[config.mk]
export PLATFORM = sky130hd
export DESIGN_NAME = ecg_window_buffer_flat
export DESIGN_NICKNAME = d
export VERILOG_FILES = /design/src/rtl/ecg_window_buffer_if.sv /design/src/rtl/ecg_window_buffer.sv /design/src/flat_wrapper.sv
export SDC_FILE = /design/constraint.sdc
export NUM_CORES = 1
export LEC_CHECK = 0
export ABC_CLOCK_PERIOD_IN_PS = 2300
export BUFFER_PORTS_ARGS = -buffer_cell sky130_fd_sc_hd__buf_2
export CELL_PAD_IN_SITES_DETAIL_PLACEMENT = 0
export CELL_PAD_IN_SITES_GLOBAL_PLACEMENT = 1
export CORE_MARGIN = 1
export CORE_UTILIZATION = 53
export DETAILED_ROUTE_END_ITERATION = 16
export PLACE_DENSITY = 0.84
export SLEW_MARGIN = 15
export SYNTH_ARGS = -nofsm -noshare
export SYNTH_HDL_FRONTEND = slang
export SYNTH_SLANG_ARGS = --single-unit
[constraint.sdc]
create_clock -name clk -period 2.3 [get_ports clk]
set_clock_uncertainty 0.15 [all_clocks]
set_input_delay 0 -clock clk [delete_from_list [all_inputs] [get_ports clk]]
set_output_delay 0 -clock clk [all_outputs]
set_load 0.05 [all_outputs]
[src/rtl/ecg_window_buffer_if.sv]
// ECG window buffer bus: sample stream in, window read port out.
// master drives start/in_valid/in_data/rd_addr/win_done; slave is the buffer.
interface ecg_window_buffer_if #(
  parameter int DATA_W  = 8,
  parameter int WIN_LEN = 16
);
  localparam int AW = $clog2(WIN_LEN);

  logic              start;
  logic              in_valid;
  logic              in_ready;
  logic [DATA_W-1:0] in_data;
  logic              win_valid;
  logic              win_bank;
  logic [AW-1:0]     rd_addr;
  logic [DATA_W-1:0] rd_data;
  logic [DATA_W-1:0] win_max;
  logic              win_done;
  logic [15:0]       win_count;
  logic              busy;

  modport master (
    output start, in_valid, in_data, rd_addr, win_done,
    input  in_ready, win_valid, win_bank, rd_data,
    input  win_max, win_count, busy
  );

  modport slave (
    input  start, in_valid, in_data, rd_addr, win_done,
    output in_ready, win_valid, win_bank, rd_data,
    output win_max, win_count, busy
  );
endinterface

[src/rtl/ecg_window_buffer.sv]
// Ping-pong ECG sample window framer with peak tracking.
// Ports: clk, rst (async active-low), bus (slave: stream + window read).
module ecg_window_buffer #(
  parameter int DATA_W     = 8,
  parameter int WIN_LEN    = 16,
  parameter bit CONTINUOUS = 1'b0
) (
  input logic               clk,
  input logic               rst,
  ecg_window_buffer_if.slave bus
);

  localparam int AW = $clog2(WIN_LEN);
  localparam logic [AW:0] LIM = (AW+1)'(WIN_LEN);
  localparam logic [AW-1:0] LAST = AW'(WIN_LEN - 1);

  localparam logic [1:0] S_IDLE = 2'd0;
  localparam logic [1:0] S_FILL = 2'd1;
  localparam logic [1:0] S_WAIT = 2'd2;

  logic [1:0]        state;
  logic              wb;
  logic              rb;
  logic              rb_n;
  logic [1:0]        full;
  logic [1:0]        full_n;
  logic [AW-1:0]     wr_ptr;
  logic [DATA_W-1:0] run_max;
  logic [DATA_W-1:0] cur_max;
  logic [DATA_W-1:0] bank_max [2];
  logic [DATA_W-1:0] mem [2][WIN_LEN];
  logic [15:0]       cnt;
  logic [DATA_W-1:0] rd_q;
  logic [DATA_W-1:0] rd_sel;
  logic              accept;
  logic              last;
  logic              free_rd;
  logic              other_free;

  assign accept  = (state == S_FILL) && bus.in_valid;
  assign last    = accept && (wr_ptr == LAST);
  assign free_rd = bus.win_done && (|full);

  // Other bank is usable now, counting a release in this same cycle.
  assign other_free = !full[~wb] || (free_rd && (rb == ~wb));

  assign cur_max = ((wr_ptr == '0) || (bus.in_data > run_max))
                 ? bus.in_data : run_max;

  assign rd_sel = ({1'b0, bus.rd_addr} < LIM)
                ? mem[rb][bus.rd_addr] : '0;

  always_comb begin
    full_n = full;
    if (free_rd) full_n[rb] = 1'b0;
    if (last)    full_n[wb] = 1'b1;
  end

  // Presented bank is the oldest full one; a completion with the
  // other bank empty becomes the presented bank directly.
  always_comb begin
    rb_n = rb;
    if (free_rd) rb_n = ~rb;
    if (last && !full_n[~wb]) rb_n = wb;
  end

  always_ff @(posedge clk) begin
    if (accept) mem[wb][wr_ptr] <= bus.in_data;
  end

  always_ff @(posedge clk or negedge rst) begin
    if (!rst) begin
      state       <= S_IDLE;
      wb          <= 1'b0;
      rb          <= 1'b0;
      full        <= 2'b00;
      wr_ptr      <= '0;
      run_max     <= '0;
      bank_max[0] <= '0;
      bank_max[1] <= '0;
      cnt         <= '0;
      rd_q        <= '0;
    end else begin
      full <= full_n;
      rb   <= rb_n;
      if (|full) rd_q <= rd_sel;
      if (accept) begin
        wr_ptr  <= wr_ptr + 1'b1;
        run_max <= cur_max;
      end
      if (last) begin
        bank_max[wb] <= cur_max;
        cnt          <= cnt + 16'd1;
        wr_ptr       <= '0;
      end
      unique case (state)
        S_IDLE: begin
          if (bus.start) begin
            wr_ptr <= '0;
            if (!full[wb]) begin
              state <= S_FILL;
            end else if (!full[~wb]) begin
              wb    <= ~wb;
              state <= S_FILL;
            end else begin
              state <= S_WAIT;
            end
          end
        end
        S_FILL: begin
          if (last) begin
            if (!CONTINUOUS) state <= S_IDLE;
            else if (other_free) wb <= ~wb;
            else state <= S_WAIT;
          end
        end
        S_WAIT: begin
          if (!full[~wb]) begin
            wb    <= ~wb;
            state <= S_FILL;
          end
        end
        default: state <= S_IDLE;
      endcase
    end
  end

  assign bus.in_ready  = (state == S_FILL);
  assign bus.win_valid = |full;
  assign bus.win_bank  = rb;
  assign bus.rd_data   = rd_q;
  assign bus.win_max   = bank_max[rb];
  assign bus.win_count = cnt;
  assign bus.busy      = (state != S_IDLE) || (|full);

endmodule

[src/flat_wrapper.sv]
// flat-port wrapper written by rule: the top's interface ports become plain ports
module ecg_window_buffer_flat 
#(
  parameter int DATA_W     = 8,
  parameter int WIN_LEN    = 16,
  parameter bit CONTINUOUS = 1'b0
)
  (clk, rst, bus_start, bus_in_valid, bus_in_data, bus_rd_addr, bus_win_done, bus_in_ready, bus_win_valid, bus_win_bank, bus_rd_data, bus_win_max, bus_win_count, bus_busy);
  ecg_window_buffer_if #(.DATA_W(DATA_W), .WIN_LEN(WIN_LEN)) bus_i ();
  input logic clk;
  input logic rst;
  input wire logic [$bits(bus_i.start)-1:0] bus_start;
  input wire logic [$bits(bus_i.in_valid)-1:0] bus_in_valid;
  input wire logic [$bits(bus_i.in_data)-1:0] bus_in_data;
  input wire logic [$bits(bus_i.rd_addr)-1:0] bus_rd_addr;
  input wire logic [$bits(bus_i.win_done)-1:0] bus_win_done;
  output wire logic [$bits(bus_i.in_ready)-1:0] bus_in_ready;
  output wire logic [$bits(bus_i.win_valid)-1:0] bus_win_valid;
  output wire logic [$bits(bus_i.win_bank)-1:0] bus_win_bank;
  output wire logic [$bits(bus_i.rd_data)-1:0] bus_rd_data;
  output wire logic [$bits(bus_i.win_max)-1:0] bus_win_max;
  output wire logic [$bits(bus_i.win_count)-1:0] bus_win_count;
  output wire logic [$bits(bus_i.busy)-1:0] bus_busy;
  assign bus_i.start = bus_start;
  assign bus_i.in_valid = bus_in_valid;
  assign bus_i.in_data = bus_in_data;
  assign bus_i.rd_addr = bus_rd_addr;
  assign bus_i.win_done = bus_win_done;
  assign bus_in_ready = bus_i.in_ready;
  assign bus_win_valid = bus_i.win_valid;
  assign bus_win_bank = bus_i.win_bank;
  assign bus_rd_data = bus_i.rd_data;
  assign bus_win_max = bus_i.win_max;
  assign bus_win_count = bus_i.win_count;
  assign bus_busy = bus_i.busy;
  ecg_window_buffer #(.DATA_W(DATA_W), .WIN_LEN(WIN_LEN), .CONTINUOUS(CONTINUOUS)) u_core (.clk(clk), .rst(rst), .bus(bus_i));
endmodule
==> results by group <==
Run status
  • Status: complete, no violations

Drt
  • Vias: 7,557
  • TritonRoute pass-1 iters: 5
  • Vias per inst: 5.74
  • Drc violations: 0
  • DR WL/cell: 21.4 um
  • Routed WL: 28,200 um
  • Antenna Nets Post-Route: 0
  • Count of routing violations after the opening detailed-route iteration: 509

Placed design
  • IO buf count: 52
  • DP HPWL: 17,900 um
  • Final GP Congestion: 0.853
  • Pre-CTS setup slack: -22.5 ps
  • Placed insts: 1,241

STA
  • # setup viols final: 0
  • RSZ-0062 raised after global routing: true
  • WHS: 44.1 ps
  • Slew Viols, Final: 0
  • Final setup margin: 69.4 ps
  • FMAX: 448 MHz
  • Worst Max-Slew Pin Slew: 596 ps
  • Part of the cycle the worst path needs: 97.0%
  • Slew HR: 60.2%
  • Final min period: 2230 ps
  • Final hold vios: 0

Die
  • Site row count: 57
  • IO Count: 53
  • Die H: 160 um
  • Core area: 24,500 um^2
  • Starting Density: 54.2%
  • Die ar.: 25,700 um^2
  • Die width: 160 um

Yosys
  • Sequential area share after synthesis: 68.9%
  • FF+latch count, synth: 314
  • Synth warn: 0
  • Syn Std Cell Area: 13,300 um^2
  • Ys async rst share: 18.5%
  • Cells after Synth: 836
  • Synth Net Count: 866
  • Yosys cell types: 57
  • Top_reg_cell synth: edfxtp_1
  • Post-synth EDFFs: 256
  • Syn Area/Cell: 15.9 um^2

Clock tree
  • Clock Sink Count: 314
  • Latest clock arrival within the worst-skew pair: 550 ps
  • TritonCTS Buffers: 31
  • Root buf cell: clkbuf_16
  • Clk slew on worst S/H paths: 60 ps
  • H-Tree Level Count: 1
  • CTS tree: yes
  • Clock buffer depth: 3

Global route
  • Largest net degree at the start of global routing: 35
  • Vias in the first global route: 7,726
  • Gr ovfl total: 0
  • Initial antenna violation count: 0
  • Overall routing resource usage: 22.5%
  • Global-route wire length before repair: 44,000 um

Pwr
  • Max VDD drop: 0.742 mV
  • PnR Total Power: 16.1 mW
  • Reg power frac: 43.6%
  • Net Switching: 4.93 mW
  • Combinational share of power: 26.7%
  • Clock power frac: 29.8%
  • Internal power: 11.2 mW
  • Standby leakage power: 6.46 nW
  • Power Density: 1040 nW/um^2
  • Switching Fraction: 30.5%

Critical path
  • R2r worst-path depth: 6
  • R2r endpoint: u_core.run_max[4]$_DFFE_PN0P_
  • Critical Path Fanout Max: 24
  • Data required time of the worst path: 2150 ps
  • Startpoint type of the worst setup path: flip-flop
  • Reg2Reg Setup Slack: 120 ps
  • Crit path from: u_core.bus.win_bank$_DFFE_PN0P_
  • Worst r2r src: u_core.run_max[3]$_DFFE_PN0P_
  • Crit path kind: reg -> out
  • CP arrival: 2080 ps
  • Kind of capture point of the worst setup path: output pin
  • Critical path endpoint: bus_win_max[5]

Cells and area
  • Area grow syn2layout: 17.0%
  • Nets: 997
  • Share of layout cells above drive strength 1: 24.2%
  • Area of the multi-input gates: 3790 um^2
  • Antenna diode count: 0
  • Number of fillers in the final layout: 1,773
  • Fin cells: 1,316
  • Register area: 9140 um^2

Flow run
  • MaxCap Viol Count: 0

Min path
  • Hold Startpoint: bus_rd_addr[3]
  • HP Class: in -> reg
==> registers in the layout, summed over array words and instances, names as in the netlist <==
signal / count
u_core.wr_ptr: 4
u_core.bank_max: 16
u_core.bus.win_bank: 1
u_core.mem: 256
u_core.wb: 1
u_core.state: 2
u_core.run_max: 8
u_core.full: 2
u_core.bus.win_count: 16
u_core.bus.rd_data: 8
==> through the flow <==
step | util [%] | area, um^2 | setup TNS [ps]
finish | 63.4 | 15500 | 0
global route | 63.4 | 15500 | -5.85
CTS | 63.2 | 15500 | 0
detailed placement | 58.5 | 14300 | -165
global placement | 58.5 | 14300 | 0
floorplan | - | 13300 | 0
==> power groups by stage <==
stage | clock (mW) | combinational (mW) | sequential, mW
finish | 4.80 | 4.31 | 7.03
global route | 5.10 | 4.63 | 7.08
CTS | 4.87 | 4.24 | 7.01
detailed placement | 0 | 4.19 | 7.13
global placement | 0 | 4.13 | 7.11
floorplan | 0 | 2.90 | 7.29
==> logic make-up (layout without fill, tap and decap cells) <==
| kind of cell | after synthesis | count (layout) | synth area share [%] |
|---|---|---|---|
| xor gates and xnor gates | 18 | 18 | 1.19 |
| and+or+nand+nor | 140 | 140 | 5.31 |
| DFF | 314 | 314 | 68.9 |
| AOI/OAI and AO/OA | 144 | 144 | 9.26 |
| buffers and inverters | 62 | 218 | 2.76 |
| adders and majority gates | 13 | 13 | 1.23 |
| muxes | 145 | 145 | 11.3 |
==> critical path, cell delays in order, from the launching register on <==
cell and delay (ps):
dfrtp_4 510, buf_16 200, buf_12 210, mux2_2 380
buf_2 220
==> layout by cell type, fill, tap and decap left out, types with 9 or more instances in the layout <==
master | Yosys | routed
buf_12 | 1 | 9
inv_1 | 14 | 14
dlygate4sd3_1 | 0 | 15
clkbuf_16 | 0 | 32
mux2i_1 | 129 | 129
a22oi_1 | 33 | 33
nor2_1 | 56 | 54
nand2_1 | 31 | 31
buf_2 | 13 | 52
buf_4 | 10 | 68
a31oi_1 | 17 | 17
xnor2_1 | 11 | 11
a22o_1 | 16 | 16
a21oi_1 | 22 | 20
edfxtp_1 | 256 | 256
a221oi_2 | 16 | 16
clkbuf_1 | 13 | 13
nand4_1 | 14 | 14
ha_1 | 13 | 13
dfrtp_1 | 58 | 57
==> layout make-up <==
class                      instances  share of cell area, %
sequential                       314                   58.9
multi-input combinational        460                   24.4
timing repair buffer             146                   7.43
clock buffer                      49                   5.76
tap                              324                   2.61
clock inverter                     9                  0.508
inverter                          14                  0.339
==> per-layer routing <==
metal | wire (um) | track usage, %
met5 | 0 | 0
met4 | 572 | 6.06
met3 | 1720 | 3.17
met2 | 13600 | 37.7
met1 | 12300 | 30.9
==> worst min-delay path by stage <==
stage,endpoint,cells after the start
after floorplan,u_core.bank_max[0]$_DFFE_PN0P_,0
after CTS,u_core.bus.rd_data[1]$_DFFE_PN0N_,4
after global routing,u_core.bus.rd_data[1]$_DFFE_PN0N_,4
after global placement,u_core.bank_max[0]$_DFFE_PN0P_,1
final,u_core.bus.rd_data[2]$_DFFE_PN0N_,4
after detailed placement,u_core.bank_max[0]$_DFFE_PN0P_,1
==> synth_stat cells (all sizes together) (2+ instances only) <==
library cell	count	area share, %
mux2	16	1.6
nand3	3	0.11
nand4	16	0.98
nand2b	4	0.19
and4	2	0.14
a31oi	17	0.80
buf	35	2.0
nor2b	5	0.24
xor2	7	0.46
a221oi	16	1.8
o41ai	8	0.98
xnor2	11	0.73
a22o	16	1.1
mux2i	129	9.7
and3	6	0.28
ha	13	1.2
nand3b	2	0.11
o21ai	4	0.18
o31ai	9	0.51
a21oi	22	0.83
clkbuf	13	0.37
a211o	2	0.14
o22ai	8	0.38
inv	14	0.40
dfrtp	58	11
nor3	6	0.26
or3b	2	0.13
nor2	57	1.7
edfxtp	256	58
a22oi	33	1.9
and2	3	0.15
a21o	2	0.11
nand2	31	0.88
==> what timing repair did <==
item                                    4_1_cts  5_1_grt
hold buffers                                 16        0
endpoints found under the hold margin       341        0
gates resized for setup                       1        6
gates cloned                                  0        1
pin swaps                                     0        0
endpoints found under the setup margin        8       16
setup buffers                                 0        0
Power figures use the tool's default switching activity.
